**src/rtl/cart_arb.sv**
```systemverilog
// cart_arb: arbitrates CPU read/write and DMA read requests onto a single cart_iface port,
// with a bounded busy wait that aborts the transaction (reads return 8'hFF) on timeout.
module cart_arb #(
  parameter bit DMA_PRIO = 1'b1,
  parameter int WAIT_MAX = 255
) (
  input  logic        clk_8m,
  input  logic        rst,
  input  logic [15:0] cpu_addr,
  input  logic [7:0]  cpu_din,
  input  logic        cpu_rd,
  input  logic        cpu_wr,
  output logic        cpu_ack,
  output logic [7:0]  cpu_dout,
  input  logic [15:0] dma_addr,
  input  logic        dma_rd,
  output logic        dma_ack,
  output logic [7:0]  dma_dout,
  output logic [15:0] cif_addr,
  output logic [7:0]  cif_din,
  output logic        cif_rd,
  output logic        cif_wr,
  input  logic        cif_busy,
  input  logic [7:0]  cif_dout,
  output logic        timeout
);
  typedef enum logic [1:0] {IDLE, STB, WAIT, DONE} state_t;
  localparam logic [7:0] LP_MAX = 8'(WAIT_MAX);
  state_t     r_state;
  logic       r_gnt_dma;
  logic       r_wr;
  logic       r_rr_cpu;
  logic [7:0] r_cnt;
  logic       w_cpu_req;
  logic       w_pick_dma;
  logic       w_wr;
  logic       w_end;
  logic [7:0] w_rdata;
  assign w_cpu_req  = cpu_rd | cpu_wr;
  // r_rr_cpu set means the CPU wins the next tie in round-robin mode
  assign w_pick_dma = dma_rd & (~w_cpu_req | DMA_PRIO | ~r_rr_cpu);
  assign w_wr       = ~w_pick_dma & cpu_wr;
  // the first WAIT cycle (counter 0) never ends the wait
  assign w_end      = (r_cnt != 8'd0) & (~cif_busy | (r_cnt == LP_MAX));
  assign w_rdata    = cif_busy ? 8'hFF : cif_dout;
  always_ff @(posedge clk_8m or posedge rst) begin
    if (rst) begin
      r_state   <= IDLE;
      r_gnt_dma <= 1'b0;
      r_wr      <= 1'b0;
      r_rr_cpu  <= 1'b1;
      r_cnt     <= 8'd0;
      cpu_ack   <= 1'b0;
      cpu_dout  <= 8'd0;
      dma_ack   <= 1'b0;
      dma_dout  <= 8'd0;
      cif_addr  <= 16'd0;
      cif_din   <= 8'd0;
      cif_rd    <= 1'b0;
      cif_wr    <= 1'b0;
      timeout   <= 1'b0;
    end else begin
      cif_rd  <= 1'b0;
      cif_wr  <= 1'b0;
      cpu_ack <= 1'b0;
      dma_ack <= 1'b0;
      timeout <= 1'b0;
      case (r_state)
        IDLE: if (w_cpu_req | dma_rd) begin
          r_gnt_dma <= w_pick_dma;
          r_wr      <= w_wr;
          cif_addr  <= w_pick_dma ? dma_addr : cpu_addr;
          if (w_wr) cif_din <= cpu_din;
          cif_rd    <= ~w_wr;
          cif_wr    <= w_wr;
          r_state   <= STB;
        end
        STB: begin
          r_cnt   <= 8'd0;
          r_state <= WAIT;
        end
        WAIT: if (w_end) begin
          r_state  <= DONE;
          timeout  <= cif_busy;
          cpu_ack  <= ~r_gnt_dma;
          dma_ack  <= r_gnt_dma;
          r_rr_cpu <= r_gnt_dma;
          if (!r_wr && r_gnt_dma) dma_dout <= w_rdata;
          if (!r_wr && !r_gnt_dma) cpu_dout <= w_rdata;
        end else r_cnt <= r_cnt + 8'd1;
        default: r_state <= IDLE;
      endcase
    end
  end
endmodule

```
**config.mk**
```make
export PLATFORM = sky130hd
export DESIGN_NAME = cart_arb
export DESIGN_NICKNAME = d
export VERILOG_FILES = /design/src/rtl/cart_arb.sv
export SDC_FILE = /design/constraint.sdc
export NUM_CORES = 1
export LEC_CHECK = 0
export CAP_MARGIN = 20
export CELL_PAD_IN_SITES_DETAIL_PLACEMENT = 0
export CELL_PAD_IN_SITES_GLOBAL_PLACEMENT = 1
export CORE_ASPECT_RATIO = 1.5
export CORE_UTILIZATION = 34
export DETAILED_ROUTE_END_ITERATION = 10
export PLACE_DENSITY_LB_ADDON = 0.08
export RECOVER_POWER = 50
export SYNTH_ARGS = -nofsm -noshare
export SYNTH_HDL_FRONTEND = slang
export SYNTH_SLANG_ARGS = --single-unit
export TNS_END_PERCENT = 100
```
**constraint.sdc**
```tcl
create_clock -name clk_8m -period 2.11 [get_ports clk_8m]
set_clock_uncertainty 0.05 [all_clocks]
set_input_delay 0.211 -clock clk_8m [delete_from_list [all_inputs] [get_ports clk_8m]]
set_output_delay 0.211 -clock clk_8m [all_outputs]
set_load 0.01 [all_outputs]
```
# Yosys cells after proc, flatten, opt, wreduce, memory -nomap -nowiden
# Index checks and enable logic that the tools add are counted.
[word_totals] ff_bits=57 latch_bits=0 mem_bits_rw=0 mem_bits_ro=0 output_inout_bits=45 word_cells=59 n_memories=0
[op_classes] n_addsub=1 mul=0 div_mod_pow=0 order_cmp=0 eq_ne=6 n_shift=0 n_mux=17 bitwise=9 n_reduce_logical=13
[op_table] cell="2-to-1 mux 16 bit" n=1
[op_table] cell="2-to-1 mux 8 bit" n=2
[op_table] cell="case mux 8 bit (2 select lines)" n=1
[op_table] cell="2-to-1 mux 1 bit" n=10
[op_table] cell="AND reduction 3 bit" n=3
[op_table] cell="adder 8 x 1 -> 8 bit (second input constant)" n=1
[op_table] cell="equality test 8 bit (second input constant)" n=1
[op_table] cell="nonzero test 8 bit" n=1
[op_table] cell="!= test 2 bit (second input constant)" n=3
[op_table] cell="case mux 2 bit (3 select lines)" n=1
[op_table] cell="AND reduction 2 bit" n=3
[op_table] cell="2-to-1 mux 2 bit" n=2
[op_table] cell="inverter 1 bit" n=4
[op_table] cell="OR 1 bit" n=3
[op_table] cell="bitwise AND 1 bit" n=2
[op_table] cell="equality test 2 x 1 -> 1 bit (second input constant)" n=1
[op_table] cell="equality test 2 bit (second input constant)" n=1
[op_table] cell="logical AND 1 bit" n=2
[op_table] cell="logical NOT 1 bit" n=2
[op_table] cell="logical NOT 2 bit" n=1
[op_table] cell="nonzero test 2 bit" n=1

# Depth between registers and ports, before layout
# Gate-level depths: netlist (run 1).
[depth] depth_word=5 depth_mapped=7 ltp_nobuf=6

# Least setup slack after synthesis (run 1)
# OpenSTA, ideal clock, no wires.
[synth_timing] path_type="reg-to-reg" from="register r_cnt[0]" to="register cpu_dout[0]" setup_time_ps=125 arrival_time_ps=1511 required_ps=1935 setup_slack_ps=424 stages_incl_launch_ff=7 period_less_slack_ps=1686 cell_sequence="dfrtp_1 > inv_1 > ha_1 > nor4b_2 > nand2_1 > nand4_4 > mux2_2"
[synth_via] elab_chain_cells=4
[synth_rtl] item="from (decl)" line="33" rtl="logic [7:0] r_cnt;"
[synth_rtl] item="from (signal assigned)" line="90" rtl="end else r_cnt <= r_cnt + 8'd1;"
[synth_rtl] item="equality test 8 bit" line="44" rtl="assign w_end = (r_cnt != 8'd0) & (~cif_busy | (r_cnt == LP_MAX));"
[synth_rtl] item="OR 1 bit" line="44"
[synth_rtl] item="bitwise AND 1 bit *" line="44"
[synth_rtl] item="AND reduction 3 bit (no source line) *"
[synth_rtl] item="to (signal assigned)" line="89" rtl="if (!r_wr && !r_gnt_dma) cpu_dout <= w_rdata;"
[synth_rtl] item="to (decl)" line="14" rtl="output logic [7:0] cpu_dout,"
# Every way passes the cells marked *; elsewhere a longest branch is shown, timed or not.
# A chain may end at the register's enable or synchronous reset.

# Final worst setup path (run 1)
[layout_timing] from="register r_cnt[0]" to="register cpu_dout[3]"
# The elaborated chain is that of the path after synthesis.

==> results of run 1 <==
-- worst reg2reg max path: cells and delay by family, from the launching register on --
family                   cells  cell delay [ns]
adder cells (fa/ha/maj)      1             0.14
AND/OR/NAND/NOR              3             0.75
buffers and inverters        1             0.07
flip-flops                   1             0.41
multiplexers                 1             0.36
-- sequential cells by signal, indices dropped and copies added, names as in the netlist --
signal	count
r_state	2
cpu_dout	8
cif_wr	1
cif_rd	1
cif_addr	16
r_cnt	8
timeout	1
dma_ack	1
r_gnt_dma	1
cpu_ack	1
dma_dout	8
cif_din	8
r_wr	1
-- where the power goes --
| group | internal [uW] | switching (uW) |
|---|---|---|
| Clock | 970 | 468 |
| Combinational | 1230 | 936 |
| Sequential | 1570 | 275 |
| Total | 3770 | 1680 |
-- placed cells by master, fill, tap and decap left out, types with 4 or more instances in the layout --
master and count:
mux2_4 4, nand2_1 30, inv_1 7, o21ai_0 17, and2_1 4, mux2_2 20
dfrtp_1 57, buf_4 4, ha_1 6, or2_2 8, mux2i_1 20, clkbuf_16 9
clkdlybuf4s50_1 84, dlygate4sd3_1 14
-- area by class of cell --
| class | instances | area [um2] |
|---|---|---|
| Tap cell | 102 | 128 |
| Clock buffer | 13 | 260 |
| Sequential cell | 57 | 1430 |
| Timing Repair Buffer | 104 | 1020 |
| Inverter | 8 | 30.0 |
| Fill cell | 696 | 3540 |
| Multi-Input combinational cell | 149 | 1170 |
| Clock inverter | 2 | 37.5 |
-- how the worst min path moves through the flow --
stage	from	end	slack [ns]	cells past startpoint
finish	cif_addr[13]	cif_addr[13]	0.43	2
global placement	cif_addr[6]	cif_addr[6]	0.41	2
floorplan	cpu_din[0]	cif_din[0]	0.31	1
CTS	rst	cif_din[6]	0.22	3
detailed placement	cif_addr[13]	cif_addr[13]	0.42	2
global route	cpu_din[4]	cif_din[4]	0.45	2
-- stage by stage --
step                setup slack, ns  area, um2
floorplan                     0.424       2670
global placement              0.244       3800
detailed placement            0.199       3800
CTS                           0.184       4100
global route                 0.0203       4070
finish                        0.207       4070
-- per-layer routing --
metal	GRT usage	vias to the layer above	routed length (um)
met2	0.281	63	3190
met3	0.0657	11	338
met1	0.180	952	2200
li1	-	986	-
met5	0	-	0
met4	0.0780	0	130
-- cells by family (layout without fill, tap and decap cells) --
logic type,Yosys count,after routing,synth area share
buffers and inverters,17,127,0.0276
AO/OA/AOI/OAI,32,32,0.0750
adder cells (fa/ha/maj),6,6,0.0281
multiplexers,45,45,0.186
AND/OR/NAND/NOR,66,66,0.149
flip-flops,57,57,0.534
==> metrics.md, run 1 <==
| Metric | Value |
|---|---|
| Io pins | 99 |
| Top achievable clock speed | 525 MHz |
| Crit-path cells | inv_1 > ha_1 > nor4b_2 > nand2_1 > nand4_4 > mux2_2 |
| Synth top area share | 0.534 |
| Netlist cell types | 38 |
| # setup viols final | 0 |
| Slew of the pin with the lowest slew margin | 1.40 ns |
| EDFF count, synth | 0 |
| Max cap viols | 0 |
| DR vias | 2012 |
| Rel. slew slack | 0.0650 |
| Synth cell count leaders | dfrtp_1, nand2_1, mux2_2, mux2i_1, o21ai_0 |
| Worst Setup EP | cpu_dout[3] |
| Initial drt markers | 79 |
| Top delay family on crit path | simple AND/OR/NAND/NOR gates |
| Max VDD drop | 0.596 mV |
| ANT nets after route | 0 |
| Buf+Inv Stages, Crit Path | 1 |
| Vert. Die Dim | 111 um |
| Die width | 74.4 um |
| Final Hold Fails | 0 |
| Synth warnings | 0 |
| First drt pass iteration count | 4 |
| Num rows | 39 |
| Final max-slew violation count | 0 |
| Post-CTS Setup Bufs | 0 |
| R2R Setup Slk | 0.21 ns |
| FF-to-FF End | cpu_dout[3] |
| Wire length per cell | 13.5 um |
| Synth Flop Type | dfrtp_1 |
| Total Routed Length | 5.86 mm |
| Net count, final | 389 |
| Hold-fix buffers, CTS | 0 |
| Final core utilization | 0.535 |
| Area Overhead vs Synth | 52.5% |
| First-pass GRT wire length | 10.3 mm |
| Worst r2r src | r_cnt[0] |
| HPWL Detailed | 4.24 mm |
| Max stage delay on crit path | 0.41 ns |
| Seq/Total Area, Yosys | 0.534 |
| Tot GR Track Use | 0.168 |
| Synth Instances | 223 |
| Post-CTS Resized | 0 |
| N_diodes | 0 |
| Final Instance Count excl. Fillers | 435 |
| Critical Path Source | r_cnt[0] |
| Critical Path End Type | register |
| WHS | 0.426 ns |
| Pleak | 0.00180 uW |
| Grt ovf | 0 |
| Core Area | 7610 um2 |
| Most frequent cell after synthesis | dfrtp_1 |
| Share of cells above drive strength 1 | 0.180 |
| Worst-Skew Late Latency | 0.32 ns |
| Worst hold-check path type | register to register |
| Max Fanout on Critical Path | 8 |
| Post-Syn Nets | 283 |
| Critical Path AT | 2.06 ns |
| Final period util | 0.902 |
| Final total power | 5450 uW |
| RSZ-0062 raised after global routing | no |
| Clk sinks | 57 |
| Register bit count reported by yosys | 57 |
| Clock buffer depth | 2 |
| Startpoint types | register |
| CTS tree | yes |
| Area contributors post-synth | dfrtp_1, mux2_2, mux2i_1 |
| Fin crit period | 1.90 ns |
| Root Buffer | clkbuf_16 |
| Cell count after placement | 420 |
| Leading area contributor after synthesis | dfrtp_1 |
| Crit path depth | 6 |
| Total Negative Setup Slacks | 0 ns |
| WP data required | 2.26 ns |
| Initial core utilization | 0.351 |
| Antenna violations before repair | 0 |
| Via/cell ratio | 4.63 |
| CP max-delay cell | dfrtp_1 |
| DRC errors left | 0 |
| # port buffers | 98 |
| Avg Inst Size Synth | 12.0 um2 |
| Vias in the first global route | 2181 |
| Status | finished, final reports clean |
| Crit path kind | register to register |
| Largest net degree at the start of global routing | 58 |
| H-tree levels | 3 |
| CTS buffer count | 9 |
| Clk slew on worst S/H paths | 0.05 ns |
| Pwr Density | 1340 nW/um2 |
| Die footprint | 8220 um2 |
| FFs w/ async S/R, synth | 1.00 |
| FF-to-FF path depth | 6 |
| GPL Wtd Cong | 0.736 |
| Mapped cell area | 2670 um2 |
Power figures use the tool's default switching activity.
==> inputs of run 2 (changes only) <==
==> constraint.sdc (replaced) <==
create_clock -name clk_8m -period 1.8 [get_ports clk_8m]
set_clock_uncertainty 0.05 [all_clocks]
set_input_delay 0.18 -clock clk_8m [delete_from_list [all_inputs] [get_ports clk_8m]]
set_output_delay 0.18 -clock clk_8m [all_outputs]
set_load 0.01 [all_outputs]
==> run 2 against run 1 <==
Global-route usage is 0.44 points higher. Register-to-register slack worse by 0.11 ns. Critical path depth is the same. Sequential power grew 17%. Combinational power up 26%. Power rose by 25%. Largest cell class unchanged. Largest power group unchanged.
==> metrics.md, run 2 (synthesis results as in run 1) <==
| Metric | Value |
|---|---|
| Status | finished, final reports clean |
| Initial drt markers | 38 |
| WHS | 0.253 ns |
| WP data required | 1.96 ns |
| Buf+Inv Stages, Crit Path | 1 |
| HPWL Detailed | 4.57 mm |
| Critical Path End Type | register |
| Top achievable clock speed | 586 MHz |
| Tot GR Track Use | 0.172 |
| GPL Wtd Cong | 0.741 |
| Io pins | 99 |
| Vias in the first global route | 2193 |
| Initial core utilization | 0.351 |
| Reg area | 1430 um2 |
| Final Hold Fails | 0 |
| Core Area | 7610 um2 |
| Max stage delay on crit path | 0.40 ns |
| DR vias | 2053 |
| First drt pass iteration count | 4 |
| Worst-Skew Late Latency | 0.33 ns |
| Crit-path cells | inv_1 > ha_1 > nor4b_4 > nand2_2 > nand4_4 > mux2_2 |
| Startpoint types | register |
| Grt ovf | 0 |
| Total Routed Length | 6.10 mm |
| # port buffers | 98 |
| Pleak | 0.00193 uW |
| Number of flip-flops in the largest register | 16 |
| Fin crit period | 1.71 ns |
| # setup viols final | 0 |
| First-pass GRT wire length | 10.5 mm |
| N_diodes | 0 |
| Die footprint | 8220 um2 |
| Crit path kind | register to register |
| CP max-delay cell | dfrtp_1 |
| Fill count | 691 |
| Wire length per cell | 13.4 um |
| Top delay family on crit path | simple AND/OR/NAND/NOR gates |
| Total Negative Setup Slacks | 0 ns |
| DRC errors left | 0 |
| Max VDD drop | 0.739 mV |
| Net count, final | 408 |
| Area of the multi-input gates | 1180 um2 |
| ANT nets after route | 0 |
| H-tree levels | 3 |
| Clock buffer depth | 2 |
| Area Overhead vs Synth | 60.2% |
| Die width | 74.4 um |
| Commonest non-fill, non-tap cell in the layout | clkdlybuf4s50_1 |
| Final period util | 0.948 |
| Clk sinks | 57 |
| Pwr Density | 1590 nW/um2 |
| Largest Register | cif_addr |
| Final max-slew violation count | 0 |
| Slew of the pin with the lowest slew margin | 0.675 ns |
| Clk slew on worst S/H paths | 0.05 ns |
| Max cap viols | 0 |
| Final Instance Area | 4280 um2 |
| Largest net degree at the start of global routing | 34 |
| Num rows | 39 |
| CTS tree | yes |
| Placed inst area | 3930 um2 |
| Worst hold-check path type | primary input to async pin |
| Most frequent cells in the layout | clkdlybuf4s50_1, dfrtp_1, nand2_1, buf_4 |
| Vert. Die Dim | 111 um |
| Via/cell ratio | 4.51 |
| Antenna violations before repair | 0 |
| CTS buffer count | 9 |
| Rel. slew slack | 0.550 |
| Max Fanout on Critical Path | 8 |
| Share of cells above drive strength 1 | 0.229 |
| Critical Path AT | 1.87 ns |
| Root Buffer | clkbuf_16 |
[run 2: changes by cell type in the layout (fill, tap and decap cells not counted), sizes merged]
cell,delta
buf,+18
clkdlybuf4s50,-5
dlygate4sd3,+5
bufinv,+1
clkinv,+1
clkinvlp,-1
inv,+1
[run 2: stage by stage]
step	setup WS, ns	total power (uW)	util	instances
3_3_place_gp	0.000448	4930	0.516	436
5_1_grt	-0.0118	7250	0.562	455
6_report	0.0937	6780	0.562	455
3_5_place_dp	-0.0284	4960	0.516	436
4_1_cts	0.0531	6950	0.562	452
2_1_floorplan	0.114	3500	-	223
[run 2: worst paths after layout]
path	slack, ns	cells after the start	startpoint	end
worst max-delay path	0.09	6	r_cnt[0]	cpu_dout[6]
worst min-delay path	0.25	2	rst	cif_din[4]
worst max register to register	0.09	6	r_cnt[0]	cpu_dout[6]
worst min register to register	0.42	2	cif_addr[13]	cif_addr[13]
max in group asynchronous	0.49	3	rst	r_cnt[3]
min in group clk_8m	0.41	2	cpu_din[1]	cif_din[1]
[run 2: area by class of cell]
cell class	count	share of cell area
clock buffer	12	0.0623
clock inverter	4	0.0173
inverter	8	0.00702
multi-input combinational	149	0.276
sequential	57	0.334
tap	102	0.0298
timing repair buffer	123	0.274
[run 2: repair_timing]
action,CTS,global route
setup buffers,0,3
resized for setup,2,0
hold buffers,0,0
setup endpoints to repair,14,7
pin swaps,0,2
[run 2: where the power goes]
| group | switching, uW | internal [uW] | total [uW] |
|---|---|---|---|
| logic | 1150 | 1580 | 2730 |
| registers | 312 | 1840 | 2150 |
| clock network | 579 | 1320 | 1900 |
[run 2: worst register-to-register path: cells and delay by family (launching register included)]
kind | cells | cell delay (ns)
flip-flops | 1 | 0.40
AND/OR/NAND/NOR | 3 | 0.57
adder cells (fa/ha/maj) | 1 | 0.15
buffers and inverters | 1 | 0.07
multiplexers | 1 | 0.36
[run 2: per-layer routing]
| layer | wire (um) | part of all wire | vias up | global-route usage |
|---|---|---|---|---|
| li1 | - | - | 1028 | - |
| met1 | 2370 | 0.39 | 945 | 0.197 |
| met2 | 3250 | 0.53 | 67 | 0.280 |
| met3 | 280 | 0.046 | 13 | 0.0547 |
| met4 | 205 | 0.034 | 0 | 0.0881 |
| met5 | 0 | 0 | - | 0 |
